File: config.mk
export PLATFORM = sky130hd
export DESIGN_NAME = shoe_dealer
export DESIGN_NICKNAME = d
export VERILOG_FILES = /design/src/rtl/shoe_dealer.sv
export SDC_FILE = /design/constraint.sdc
export NUM_CORES = 1
export LEC_CHECK = 0
export CORE_MARGIN = 5
export CORE_UTILIZATION = 40
export DETAILED_ROUTE_END_ITERATION = 7
export GPL_TIMING_DRIVEN = 0
export PLACE_DENSITY_LB_ADDON = 0.1
export RECOVER_POWER = 100
export SYNTH_ARGS = -nofsm -noshare
export SYNTH_HDL_FRONTEND = slang
export SYNTH_SLANG_ARGS = --single-unit
export TNS_END_PERCENT = 1
File: constraint.sdc
create_clock -name clk -period 4.55 [get_ports clk]
set_input_delay 0.6825 -clock clk [delete_from_list [all_inputs] [get_ports clk]]
set_output_delay 0.6825 -clock clk [all_outputs]
set_load 0.005 [all_outputs]
File: src/rtl/shoe_dealer.sv
// shoe_dealer: multi-deck card shoe with an LFSR-driven Fisher-Yates shuffle
// and a one-card-per-request deal handshake.
// Optional feature macro: SHOE_CARD_VALUE_EN adds the card_value output.
module shoe_dealer #(
   parameter int          NUM_DECKS  = 1,
   parameter int          CUT_REMAIN = 15,
   parameter logic [15:0] LFSR_SEED  = 16'hACE1,
   localparam int         N          = 52 * NUM_DECKS,
   localparam int         CL_W       = $clog2(N + 1)
) (
   input  logic            clk,
   input  logic            rst,
   input  logic            shuffle_req,
   input  logic            deal_req,
   output logic [5:0]      card,
   output logic            deal_valid,
   output logic            load_flag,
   output logic            shuffle_busy,
   output logic [CL_W-1:0] cards_left,
   output logic            cut_reached,
   output logic            empty
`ifdef SHOE_CARD_VALUE_EN
   ,
   output logic [3:0]      card_value
`endif
);

   localparam int          IW        = $clog2(N);
   localparam logic [15:0] SEED_EFF  = (LFSR_SEED == 16'h0000) ? 16'h0001 : LFSR_SEED;

   localparam logic [2:0] EMPTY   = 3'd0;
   localparam logic [2:0] FILL    = 3'd1;
   localparam logic [2:0] SHUF_RD = 3'd2;
   localparam logic [2:0] SHUF_WR = 3'd3;
   localparam logic [2:0] READY   = 3'd4;

   logic [2:0]    state;
   logic [15:0]   lfsr;
   logic [15:0]   lfsr_next;
   logic [IW-1:0] i;
   logic [IW-1:0] j;
   logic [IW-1:0] ptr;
   logic [IW-1:0] mask;
   logic [IW-1:0] r;
   logic [5:0]    fill_val;
   logic [5:0]    rd_i;
   logic [5:0]    rd_j;
   logic [5:0]    ram [N];

`ifdef SHOE_CARD_VALUE_EN
   // Blackjack value of a card: ace 11, 2..10 face value, J/Q/K 10.
   function automatic logic [3:0] value_of(input logic [5:0] c);
      logic [5:0] rank;
      if (c >= 6'd39)      rank = c - 6'd39;
      else if (c >= 6'd26) rank = c - 6'd26;
      else if (c >= 6'd13) rank = c - 6'd13;
      else                 rank = c;
      if (rank == 6'd0)      value_of = 4'd11;
      else if (rank <= 6'd9) value_of = rank[3:0] + 4'd1;
      else                   value_of = 4'd10;
   endfunction
`endif

   // Galois LFSR step, taps 16'hB400; never reaches zero from a nonzero seed.
   always_comb begin
      lfsr_next = {1'b0, lfsr[15:1]} ^ (lfsr[0] ? 16'hB400 : 16'h0000);
   end

   // Rejection-sampling draw: smear i's leading one down to get 2^ceil(log2(i+1))-1.
   always_comb begin
      mask = i;
      for (int unsigned k = 1; k < IW; k++) mask = mask | (i >> k);
      r = lfsr[IW-1:0] & mask;
   end

   assign shuffle_busy = (state == FILL) || (state == SHUF_RD) || (state == SHUF_WR);
   assign empty        = (cards_left == '0);
   assign cut_reached  = (state == READY) && (32'(cards_left) <= 32'(CUT_REMAIN));

   // Card RAM: sequential fill, then two-entry swap per shuffle step.
   always_ff @(posedge clk) begin
      if (!rst) begin
         if (state == FILL) begin
            ram[i] <= fill_val;
         end else if (state == SHUF_WR) begin
            ram[i] <= rd_j;
            ram[j] <= rd_i;
         end
      end
   end

   // Control FSM, LFSR, deal pointer and registered outputs.
   always_ff @(posedge clk) begin
      if (rst) begin
         state      <= EMPTY;
         lfsr       <= SEED_EFF;
         i          <= '0;
         j          <= '0;
         ptr        <= '0;
         fill_val   <= '0;
         rd_i       <= '0;
         rd_j       <= '0;
         cards_left <= '0;
         card       <= '0;
         deal_valid <= 1'b0;
         load_flag  <= 1'b0;
`ifdef SHOE_CARD_VALUE_EN
         card_value <= '0;
`endif
      end else begin
         lfsr       <= lfsr_next;
         deal_valid <= 1'b0;
         load_flag  <= 1'b0;
         case (state)
            EMPTY, READY: begin
               if (shuffle_req) begin
                  state      <= FILL;
                  i          <= '0;
                  fill_val   <= '0;
                  cards_left <= '0;
               end else if ((state == READY) && deal_req && (cards_left != '0)) begin
                  deal_valid <= 1'b1;
                  card       <= ram[ptr];
`ifdef SHOE_CARD_VALUE_EN
                  card_value <= value_of(ram[ptr]);
`endif
                  ptr        <= ptr + 1'b1;
                  cards_left <= cards_left - 1'b1;
               end
            end
            FILL: begin
               fill_val <= (fill_val == 6'd51) ? 6'd0 : fill_val + 6'd1;
               if (i == IW'(N - 1)) state <= SHUF_RD;
               else                 i     <= i + 1'b1;
            end
            SHUF_RD: begin
               if (r <= i) begin
                  j     <= r;
                  rd_i  <= ram[i];
                  rd_j  <= ram[r];
                  state <= SHUF_WR;
               end
            end
            SHUF_WR: begin
               if (i == '0) begin
                  state      <= READY;
                  load_flag  <= 1'b1;
                  cards_left <= CL_W'(N);
                  ptr        <= '0;
               end else begin
                  i     <= i - 1'b1;
                  state <= SHUF_RD;
               end
            end
            default: state <= EMPTY;
         endcase
      end
   end

endmodule

==> run metrics <==
Worst-Margin Slew 2.74 ns; Final min period 4.85 ns; initial antenna violation count 14; maximum level of the CTS H-tree 2; DIE AREA 64,300 µm²; Slew Viols, Final 68; final hold violation count 0; post-synth top area share 39.5%; largest net degree at the start of global routing 14; Via Count 23,875; CP max stage delay 1.07 ns; Post-synth EDFFs 312; Nets 2,499; Int Pwr 6.00 mW; CTS buffer count 43; CTS Sinks 381; # rows 89; CTS tree built; Logic pwr share 6.9%; Seq pwr share 47.8%; worst-path cell chain buf_2 -> nor3b_2 -> buf_2 -> clkbuf_1 -> a221oi_1 -> a311oi_1 -> o21ai_0 -> a311oi_1; Worst Setup Start Kind flop; reg-to-reg slack, setup -0.30 ns; clock buffer depth 3; Vias/cell 7.22; leading post-synthesis cells by cell area edfxtp_1 (39%), mux4_2 (11%), a21oi_1 (8.0%); share of cells above drive strength 1 13.0%; clock network fraction of total power 45.3%; main flop type after synthesis edfxtp_1; GPL Wtd Cong 1.12; critical path capture point type flop; peak supply drop 0.405 mV; number of global-route vias before repair 21,308; fmax 206 MHz; core area 58,900 µm²; post-synth net total 2,420; slowest CP cell nor3b_2; Ys Warns 0; Cell Area, Synth 23,700 µm²; DRC Markers 0; GRT Total Usage 43.3%; Starting Density 40.3%; dominant cell type by area after synthesis edfxtp_1; Synth top cells by count a21oi_1 (377), nor2_1 (334), edfxtp_1 (312); Synth Register Bits 381; Die X 254 µm; synthesis-to-layout area growth 11.7%; antenna-violating nets left 0; DP HPWL 107,000 µm; power per cell area 299 nW/µm²; proportion of synthesized chip area in sequential cells 45.3%; Layout Utilization 45.0%; Crit Path Max Fanout 11; final period utilization 107%; global route overflow 0; Worst EP arrival 5.34 ns; count of final setup violators 64; Worst-Skew Late Latency 0.59 ns; Root Buffer clkbuf_16; most frequent cell after synthesis a21oi_1; initial DRC count 4,145; clock-pin slew on the worst setup and hold paths 0.07 ns; sw power 1.92 mW; final WL 143,000 µm; total I/O pin count 21; worst hold start lfsr[7]; total chip power 7.92 mW; WP data required 5.04 ns; critical path class flop to flop; total iterations of the first detailed-routing run 6; CP top delay family buffers and inverters; clock skew 0.0202 ns; Die H 254 µm; crit path buf inv count 3; wire per inst 43.4 µm; synth unique cells 77; min-delay worst type flop to flop; RSZ-0062 raised after global routing true; Worst Setup SP i[0]; launching point of the worst reg2reg path i[0]; setup ws final -0.303 ns; syn_area_per_cell 9.88 µm²; relative slew slack -88.2%; status complete, but fails checks; Post-synth ARST share 0%; number of max-cap violations 8; hold bufs inserted after CTS 0; fill cell count 5,592; Port Buf Inserts 20; switching share of power 24.3%; Leak 9.86 nW; violated checks max-capacitance violations, max-slew violations, negative setup slack; first-pass GRT wire length 188,000 µm; Mapped Cells 2,402
[metal layers]
layer,share of wire [%],global-route usage [%],wire length (µm)
met1,37,57.0,53500
met2,39,58.1,55600
met3,15,18.0,21400
met4,8.8,28.5,12500
met5,0.13,0.827,188
[metrics by stage]
step / TNS [ns] / hold WS [ns] / cells / instance area (µm²) / setup slack [ns]
after floorplan: 0 / 0.389 / 2402 / 23700 / 1.13
after global placement: -196.57 / 0.405 / 3195 / 24900 / -1.28
after detailed placement: -17.60 / 0.402 / 3208 / 25200 / -0.550
after CTS: 0 / 0.416 / 3288 / 26600 / 0.0179
after global routing: -0.108 / 0.427 / 3293 / 26500 / -0.104
final: -2.86 / 0.413 / 3305 / 26500 / -0.303
[worst register-to-register path, stage by stage (launching register included)]
cell	delay [ns]
dfxtp_1	0.45
buf_2	0.30
nor3b_2	1.07
buf_2	0.64
clkbuf_1	0.86
a221oi_1	0.33
a311oi_1	0.43
o21ai_0	0.33
a311oi_1	0.35
[power groups by stage]
stage               Combinational, mW  Clock, mW  Sequential [mW]
floorplan                       0.274          0             3.84
global placement                0.509          0             3.85
global route                    0.545       3.73             3.78
detailed placement              0.513          0             3.85
CTS                             0.515       3.60             3.78
finish                          0.547       3.59             3.78
[final timing paths]
path              endpoint  cells after the start
setup reg to reg   rd_i[1]                      8
hold / removal     lfsr[6]                      1
setup / recovery   rd_i[1]                      8
hold reg to reg    lfsr[6]                      1
[layout make-up]
cell class | count | area (µm²) | area share, %
plain buffers | 241 | 1010 | 3.80
repair buffers | 35 | 283 | 1.07
clock inverters | 24 | 241 | 0.911
multi-input cells | 1761 | 12000 | 45.2
clock buffers | 55 | 1160 | 4.39
well taps | 773 | 967 | 3.65
diodes | 17 | 42.5 | 0.161
flip-flops and latches | 381 | 10800 | 40.6
inverters | 18 | 70.1 | 0.264
[sequential cells by signal, summed over array words and instances, names as in the netlist]
register / count
load_flag: 1
rd_i: 6
deal_valid: 1
i: 6
fill_val: 6
j: 6
ptr: 6
state: 3
lfsr: 16
cards_left: 6
rd_j: 6
card: 6
ram: 312
[what timing repair did]
action	CTS	global route
pin swaps	1	1
endpoints found under the setup margin	55	61
buffers inserted	2	0
gates resized for setup	9	10
[kinds of logic (layout without fill, tap and decap cells)]
kind of cell,after synthesis,in the layout,synth area share [%]
flops,381,381,45.3
compound gates,739,739,19.4
mux,221,221,15.6
other cells,0,17,0
buf+inv,260,373,4.50
xor+xnor,12,12,0.443
fa+ha+maj,14,14,0.770
simple gates,775,775,14.1
[cell usage in the layout (no fill, tap or decap), types with 13 or more instances in the layout]
master,n
nor2_1,333
mux2_2,57
nand3_1,35
a31oi_1,22
mux2i_1,44
dfxtp_1,68
o22ai_1,24
a221oi_1,28
dlygate4sd3_1,18
edfxtp_1,312
mux4_2,112
clkbuf_1,175
diode_2,17
nand2_1,270
clkbuf_16,45
a32o_1,14
a21oi_1,377
o21ai_0,65
a22o_1,39
a22oi_1,90
buf_2,44
buf_1,29
nand4_1,21
ha_1,13
nor3_1,17
Power figures use the tool's default switching activity.
